**src/rtl/load_store_unit.sv**
```systemverilog
// Load/store unit: one memory operation at a time over a simple valid/ready bus.
// Define LSU_MISALIGN_TRAP_EN to report misaligned halfword/word accesses as errors without bus traffic.

package common;
  localparam logic [3:0] LB  = 4'h0;
  localparam logic [3:0] LH  = 4'h1;
  localparam logic [3:0] LW  = 4'h2;
  localparam logic [3:0] LBU = 4'h4;
  localparam logic [3:0] LHU = 4'h5;
  localparam logic [3:0] SB  = 4'h8;
  localparam logic [3:0] SH  = 4'h9;
  localparam logic [3:0] SW  = 4'hA;

  function automatic logic is_load(input logic [3:0] t);
    return t inside {LB, LH, LW, LBU, LHU};
  endfunction

  function automatic logic is_store(input logic [3:0] t);
    return t inside {SB, SH, SW};
  endfunction
endpackage

module load_store_unit #(
  parameter int unsigned BUS_TIMEOUT = 255
) (
  input  logic        clk,
  input  logic        rst,
  input  logic        req_valid,
  output logic        req_ready,
  input  logic [3:0]  access_type,
  input  logic [31:0] addr,
  input  logic [31:0] wdata,
  output logic        resp_valid,
  output logic [31:0] resp_rdata,
  output logic        resp_err,
  output logic        mem_valid,
  input  logic        mem_ready,
  output logic [31:0] mem_addr,
  output logic        mem_wen,
  output logic        mem_ren,
  output logic [31:0] mem_wdata,
  output logic [3:0]  mem_wstrb,
  input  logic        mem_rvalid,
  input  logic [31:0] mem_rdata
);
  import common::*;

  localparam int CW = (BUS_TIMEOUT > 1) ? $clog2(BUS_TIMEOUT + 1) : 1;

  typedef enum logic [1:0] {S_IDLE, S_REQ, S_RDATA, S_RESP} state_e;

  state_e        state_q, state_d;
  logic [3:0]    type_q, type_d;
  logic [31:0]   addr_q, addr_d;
  logic [31:0]   wdata_q, wdata_d;
  logic [31:0]   rdata_q, rdata_d;
  logic          err_q, err_d;
  logic [CW-1:0] cnt_q, cnt_d;

  logic          timeout;
  logic          misaligned;
  logic [1:0]    off;
  logic [7:0]    byte_sel;
  logic [15:0]   half_sel;
  logic [31:0]   load_ext;
  logic [31:0]   lane_wdata;
  logic [3:0]    lane_wstrb;

  assign off     = addr_q[1:0];
  assign timeout = (cnt_q == CW'(BUS_TIMEOUT));

`ifdef LSU_MISALIGN_TRAP_EN
  always_comb begin
    misaligned = 1'b0;
    case (access_type)
      LH, LHU, SH: misaligned = addr[0];
      LW, SW:      misaligned = |addr[1:0];
      default:     misaligned = 1'b0;
    endcase
  end
`else
  assign misaligned = 1'b0;
`endif

  // Lane extraction always works on the captured address, never the live request port.
  always_comb begin
    byte_sel = mem_rdata[{off, 3'b000} +: 8];
    half_sel = mem_rdata[{off[1], 4'b0000} +: 16];
    case (type_q)
      LB:      load_ext = {{24{byte_sel[7]}}, byte_sel};
      LBU:     load_ext = {24'h0, byte_sel};
      LH:      load_ext = {{16{half_sel[15]}}, half_sel};
      LHU:     load_ext = {16'h0, half_sel};
      LW:      load_ext = mem_rdata;
      default: load_ext = '0;
    endcase
  end

  always_comb begin
    case (type_q)
      SB: begin
        lane_wdata = {4{wdata_q[7:0]}};
        lane_wstrb = 4'b0001 << off;
      end
      SH: begin
        lane_wdata = {2{wdata_q[15:0]}};
        lane_wstrb = 4'b0011 << {off[1], 1'b0};
      end
      SW: begin
        lane_wdata = wdata_q;
        lane_wstrb = 4'hF;
      end
      default: begin
        lane_wdata = '0;
        lane_wstrb = '0;
      end
    endcase
  end

  always_comb begin
    // NOTE: every signal gets a default before the case so no path can infer a latch.
    state_d = state_q;
    type_d  = type_q;
    addr_d  = addr_q;
    wdata_d = wdata_q;
    rdata_d = rdata_q;
    err_d   = err_q;
    cnt_d   = cnt_q;
    case (state_q)
      S_IDLE: begin
        if (req_valid) begin
          type_d  = access_type;
          addr_d  = addr;
          wdata_d = wdata;
          rdata_d = '0;
          err_d   = 1'b0;
          cnt_d   = '0;
          if (!(is_load(access_type) || is_store(access_type))) begin
            state_d = S_RESP;
          end else if (misaligned) begin
            err_d   = 1'b1;
            state_d = S_RESP;
          end else begin
            state_d = S_REQ;
          end
        end
      end
      S_REQ: begin
        if (timeout) begin
          err_d   = 1'b1;
          state_d = S_RESP;
        end else begin
          cnt_d = cnt_q + 1'b1;
          if (mem_ready) state_d = is_store(type_q) ? S_RESP : S_RDATA;
        end
      end
      S_RDATA: begin
        if (timeout) begin
          err_d   = 1'b1;
          state_d = S_RESP;
        end else if (mem_rvalid) begin
          rdata_d = load_ext;
          state_d = S_RESP;
        end else begin
          cnt_d = cnt_q + 1'b1;
        end
      end
      S_RESP: state_d = S_IDLE;
      default: state_d = S_IDLE;
    endcase
  end

  // NOTE: sequential state uses non-blocking assignments so all registers update together.
  always_ff @(posedge clk) begin
    if (rst) begin
      state_q <= S_IDLE;
      type_q  <= '0;
      addr_q  <= '0;
      wdata_q <= '0;
      rdata_q <= '0;
      err_q   <= 1'b0;
      cnt_q   <= '0;
    end else begin
      state_q <= state_d;
      type_q  <= type_d;
      addr_q  <= addr_d;
      wdata_q <= wdata_d;
      rdata_q <= rdata_d;
      err_q   <= err_d;
      cnt_q   <= cnt_d;
    end
  end

  assign req_ready  = (state_q == S_IDLE);
  assign resp_valid = (state_q == S_RESP);
  assign resp_rdata = resp_valid ? rdata_q : '0;
  assign resp_err   = resp_valid & err_q;

  // The bus request is withdrawn in the cycle the wait budget runs out.
  assign mem_valid  = (state_q == S_REQ) && !timeout;
  assign mem_wen    = mem_valid && is_store(type_q);
  assign mem_ren    = mem_valid && is_load(type_q);
  assign mem_addr   = {addr_q[31:2], 2'b00};
  assign mem_wdata  = lane_wdata;
  assign mem_wstrb  = lane_wstrb;

endmodule
```
**config.mk**
```make
export PLATFORM = sky130hd
export DESIGN_NAME = load_store_unit
export DESIGN_NICKNAME = d
export VERILOG_FILES = /design/src/rtl/load_store_unit.sv
export SDC_FILE = /design/constraint.sdc
export NUM_CORES = 1
export LEC_CHECK = 0
export BUFFER_PORTS_ARGS = -buffer_cell sky130_fd_sc_hd__buf_2
export CAP_MARGIN = 20
export CORE_UTILIZATION = 40
export DETAILED_ROUTE_END_ITERATION = 8
export PLACE_DENSITY = 0.8
export SYNTH_ARGS = -nofsm -noshare
export SYNTH_HDL_FRONTEND = slang
export SYNTH_SLANG_ARGS = --single-unit
export TNS_END_PERCENT = 50
```
**constraint.sdc**
```tcl
create_clock -name clk -period 1.9 [get_ports clk]
set_clock_uncertainty 0.1 [all_clocks]
set_input_delay 0.285 -clock clk [delete_from_list [all_inputs] [get_ports clk]]
set_output_delay 0.285 -clock clk [all_outputs]
set_load 0.1 [all_outputs]
```
-- Yosys cells after proc, flatten, opt, wreduce, memory -nomap -nowiden
Cells that the tools add are included.
- register bits: 111
- output and inout port bits: 106
- word-level logic and storage cells: 84
- $add $sub $neg: 1
- eq/ne operators: 26
- shifts and indexed selects: 4
- mux-type cells: 24
- bitwise gates (word level): 1
- reductions and logical operators: 21
- operator list (kind ; number):
    one-hot mux 32 bit (5 select lines) ; 1
    2-to-1 mux 32 bit ; 4
    one-hot mux 32 bit (3 select lines) ; 1
    one-hot mux 32 bit (2 select lines) ; 1
    2-to-1 mux 8 bit ; 4
    indexed part select 32 x 6 -> 16 bit ; 1
    indexed part select 32 x 6 -> 8 bit ; 1
    equality test 4 bit (second input constant) ; 6
    one-hot mux 8 bit (3 select lines) ; 1
    equality test 4 x 3 -> 1 bit (second input constant) ; 4
    2-to-1 mux 2 bit ; 6
    one-hot mux 4 bit (3 select lines) ; 1
    != test 2 bit (second input constant) ; 5
    nonzero test 5 bit ; 2
    nonzero test 3 bit ; 3
    adder 8 x 1 -> 8 bit (second input constant) ; 1
    equality test 4 x 1 -> 1 bit (second input constant) ; 2
    equality test 4 x 2 -> 1 bit (second input constant) ; 2
    equality test 8 bit (second input constant) ; 1
    zero test 4 bit ; 2
    one-hot mux 2 bit (4 select lines) ; 1
    != test 3 bit (second input constant) ; 2
    AND reduction 3 bit ; 2
    AND reduction 5 bit ; 1
    other kinds (16) ; 22

-- Longest topological paths before layout
- depth in word-level cells: 6
- gate-level depth with buffers: 8
- depth with buffers taken out: 7

-- Worst setup path after synthesis
No wires, ideal clock.
- path kind: register to output
- start: register type_q[2]
- end: output mem_wstrb[1]
- arrival time: 3237 ps
- required time: 1515 ps
- slack: -1722 ps
- stages on the path, launching flop included: 5
- path buffers: 1
- path through: dfxtp_1 nand2b_1 or2_2 clkbuf_1 o31ai_1
- longest elaborated chain between the ends: 2
- ends and longest elaborated chain (what ; RTL line ; text):
    start, declared ; 53 ; logic [3:0] type_q, type_d;
    start signal, assigned ; 185 ; type_q <= type_d;
    equality test 4 bit ; 100 ; case (type_q)
    one-hot mux 4 bit (3 select lines) (*) ; 100 ;
    end, declared ; 42 ; output logic [3:0] mem_wstrb,
Mark *: on every way between the ends. The rest lies on a longest branch, timed or not.

-- Worst setup path in the final report
- start: register type_q[2]
- end: output mem_wdata[12]
- longest elaborated chain between the ends: 2
- ends and longest elaborated chain (what ; RTL line ; text):
    equality test 4 bit ; 100 ;
    one-hot mux 32 bit (3 select lines) (*) ; 100 ;
    end, declared ; 41 ; output logic [31:0] mem_wdata,
Marked as above.

==> Implementation_results.wiki <==
{| class="wikitable"
! Metric !! Value
|-
| Run status || complete, but fails checks
|-
| Failing checks || negative setup slack
|-
| Class of the tightest hold or removal check || in -> reg
|-
| Critical Path End Type || primary output
|-
| Number of buffers added by the clock tree synthesis step || 9
|-
| Router iterations before antenna repair || 7
|-
| Via count of the routed design || 6,072
|-
| Routed vias/inst || 5.50
|-
| Core Box Area || 13,300 µm²
|-
| Final Critical Period || 2.12 ns
|-
| CTS Root Buffer Type || clkbuf_16
|-
| Number of global-route vias before repair || 5,777
|-
| Startpoint Class || flop
|-
| Post-route fraction of the period consumed by the critical path || 111%
|-
| Share of final-layout standard cells stronger than drive strength 1 || 43.6%
|-
| Depth of the CTS H-tree || 3
|-
| Number of unique standard cell types used by synthesis || 53
|-
| Die boundary height || 119 µm
|-
| Floorplan row count || 42
|-
| Setup TNS Final || -6.65 ns
|-
| End of the worst register-to-register path || rdata_q[0]
|-
| Residual antenna-violating net count after detailed routing || 0
|-
| Antenna Cells || 0
|-
| Crit path capture || mem_wdata[12]
|-
| Final #Nets || 1,033
|-
| Post-detailed-route wirelength per cell || 17.8 µm
|-
| GRT Resource Usage Total || 25.6%
|-
| Drt total wl || 19,700 µm
|-
| Static leakage || 0.00368 µW
|-
| Dominant register cell in the synthesized netlist || dfxtp_1
|-
| Die width || 119 µm
|-
| Setup-failing EPs final || 59
|-
| Total count of hold-check failures in the final report || 0
|-
| Fraction of the yosys area taken by sequential cells || 40.3%
|-
| Cells after Synth || 725
|-
| Area enclosed by the die boundary || 14,300 µm²
|-
| Power density normalized to cell area || 1110 nW/µm²
|-
| Routability cong. || 0.931
|-
| Max-slew violation count || 0
|-
| Count of unresolved DRC violations after routing || 0
|-
| Effective utilization at floorplan || 41.3%
|-
| R2r worst-path depth || 8
|-
| First-pass GRT wire length || 28,800 µm
|-
| Detail Placement HPWL || 13,100 µm
|-
| Arrival time of the worst setup path || 1.73 ns
|-
| Overflow after GRT || 0
|-
| Syn Area/Cell || 7.61 µm²
|-
| Post-route setup slack || -0.215 ns
|-
| Antenna violations before repair || 1
|-
| Share of flip-flops with an asynchronous set or reset after synthesis || 0%
|-
| Relative slew slack || 52.7%
|-
| Detailed router's first-iteration violation count || 525
|-
| Clock Sink Count || 111
|-
| EDFF count, synth || 0
|-
| Port Buffer Count || 208
|-
| Yosys warnings || 0
|-
| Maximum clock path buffer count || 2
|-
| Number of flip-flops and latches in the synthesized netlist || 111
|-
| Worst setup path class || reg -> out
|-
| R2r startpoint || cnt_q[0]
|-
| Required time reported for the critical path endpoint || 1.51 ns
|-
| Worst slew pin tran || 0.710 ns
|-
| Synthesized cell area || 5520 µm²
|-
| Peak supply drop || 0.959 mV
|-
| CP max FO || 8
|-
| Clock-pin slew on the worst setup and hold paths || 0.07 ns
|-
| Slack of the worst reg-to-reg path || -0.02 ns
|-
| Clock tree from TritonCTS || done
|-
| Fin util || 66.9%
|-
| Highest clock frequency the design can meet || 0.473 GHz
|-
| Area added between synthesis and finish || 61.9%
|-
| Source of the critical timing path || type_q[2]
|-
| Maximum number of pins on one net before global-route repair || 66
|-
| Max-Cap Viols || 0
|-
| Top-level port count || 211
|-
| Worst-skew pair later-pin latency || 0.35 ns
|-
| Unrepaired setup endpoints after global routing || yes
|}
## cells in the final DEF, fill, tap and decap left out, types with 5 or more instances in the layout
cell / count
a21oi_1: 104
a221oi_1: 8
a22o_4: 13
and2_1: 8
and2_4: 35
buf_12: 80
buf_2: 134
buf_4: 40
buf_6: 6
clkbuf_16: 11
dfxtp_1: 102
dfxtp_4: 5
inv_1: 8
mux2i_1: 6
mux2i_2: 5
nand2_1: 193
nand2_2: 10
nand3_1: 7
nor2_1: 13
nor3_1: 6
o21ai_0: 14
o21ai_1: 23
o21ai_4: 10
## cells by family (layout without fill, tap and decap cells)
family	count (synthesis)	count (layout)	synth area share (%)
adders and majority gates	5	5	1.13
other	1	2	0.0680
buffers and inverters	90	289	9.01
muxes	15	15	2.81
DFF	111	111	40.3
AOI/OAI and AO/OA	197	199	21.3
and+or+nand+nor	306	307	25.3
## where the power goes
| group | switching [µW] | internal [µW] | leakage [µW] |
|---|---|---|---|
| clock network | 870 | 961 | 0.000136 |
| logic | 3390 | 1770 | 0.00264 |
| registers | 289 | 2670 | 0.000910 |
## cell type report
cell class	count	area [µm²]
Timing Repair Buffer	264	2740
Clock inverter	3	17.5
Clock buffer	13	260
Multi-Input combinational cell	528	3410
Inverter	9	33.8
Fill cell	1047	4420
Sequential cell	111	2250
Tap cell	176	220
## per-stage QoR
step | hold WS, ns | total power, µW | area [µm²] | setup slack (ns) | cells
global route | 0.0601 | 10400 | 8930 | -0.251 | 1104
floorplan | 0.313 | 6320 | 5770 | -0.264 | 726
CTS | 0.0607 | 9460 | 8540 | -0.236 | 1093
detailed placement | 0.335 | 7510 | 7990 | 0.0211 | 1064
global placement | 0.326 | 7450 | 7990 | 0.0677 | 1064
finish | 0.0641 | 9950 | 8930 | -0.215 | 1104
## Yosys cell counts, types with 4 or more instances
library cell | count | share of area [%]
a21oi_1 | 104 | 9.4
a221oi_1 | 12 | 1.9
a22o_1 | 17 | 2.7
and2_1 | 43 | 4.9
buf_2 | 12 | 1.1
buf_4 | 37 | 5.0
clkbuf_1 | 27 | 1.8
clkbuf_2 | 4 | 0.36
dfxtp_1 | 111 | 40
ha_1 | 5 | 1.1
inv_1 | 9 | 0.61
mux2_2 | 4 | 0.82
mux2i_1 | 11 | 2.0
nand2_1 | 204 | 14
nand2b_1 | 4 | 0.45
nand3_1 | 8 | 0.73
nor2_1 | 14 | 0.95
nor2b_1 | 6 | 0.68
nor3_1 | 9 | 0.82
o21ai_0 | 41 | 3.7
o21ai_1 | 6 | 0.54
## per-layer routing
metal / wire, µm / vias to the layer above / track usage [%]
li1: - / 2830 / -
met5: 8 / - / 0
met4: 624 / 2 / 10.6
met3: 1860 / 62 / 7.04
met1: 7430 / 2815 / 29.6
met2: 9740 / 363 / 44.4
## worst min-delay path by stage
stage / cells after the start / startpoint / to / slack (ns)
after floorplan: 2 / access_type[3] / type_q[3] / 0.31
final: 3 / wdata[30] / wdata_q[30] / 0.06
after CTS: 3 / wdata[30] / wdata_q[30] / 0.06
after global placement: 2 / rdata_q[2] / rdata_q[2] / 0.33
after global routing: 3 / wdata[14] / wdata_q[14] / 0.06
after detailed placement: 2 / rdata_q[29] / rdata_q[29] / 0.34
## sequential cells by signal, indices dropped and copies added (netlist names)
| register | flops |
|---|---|
| addr_q | 32 |
| cnt_q | 8 |
| err_q | 1 |
| rdata_q | 32 |
| state_q | 2 |
| type_q | 4 |
| wdata_q | 32 |
## what timing repair did
item / 4_1_cts / 5_1_grt
pin swaps: 15 / 33
hold buffers: 0 / 0
cloned: 2 / 4
endpoints found under the setup margin: 72 / 153
gates resized for setup: 36 / 93
setup buffers: 12 / 7
## critical path, stage by stage (launching register included)
cell,delay (ns)
dfxtp_4,0.36
nand2b_4,0.15
or2_4,0.28
nor2_4,0.11
buf_8,0.16
a22o_4,0.16
buf_12,0.17
Note: power is estimated with default switching activity, not from simulation.
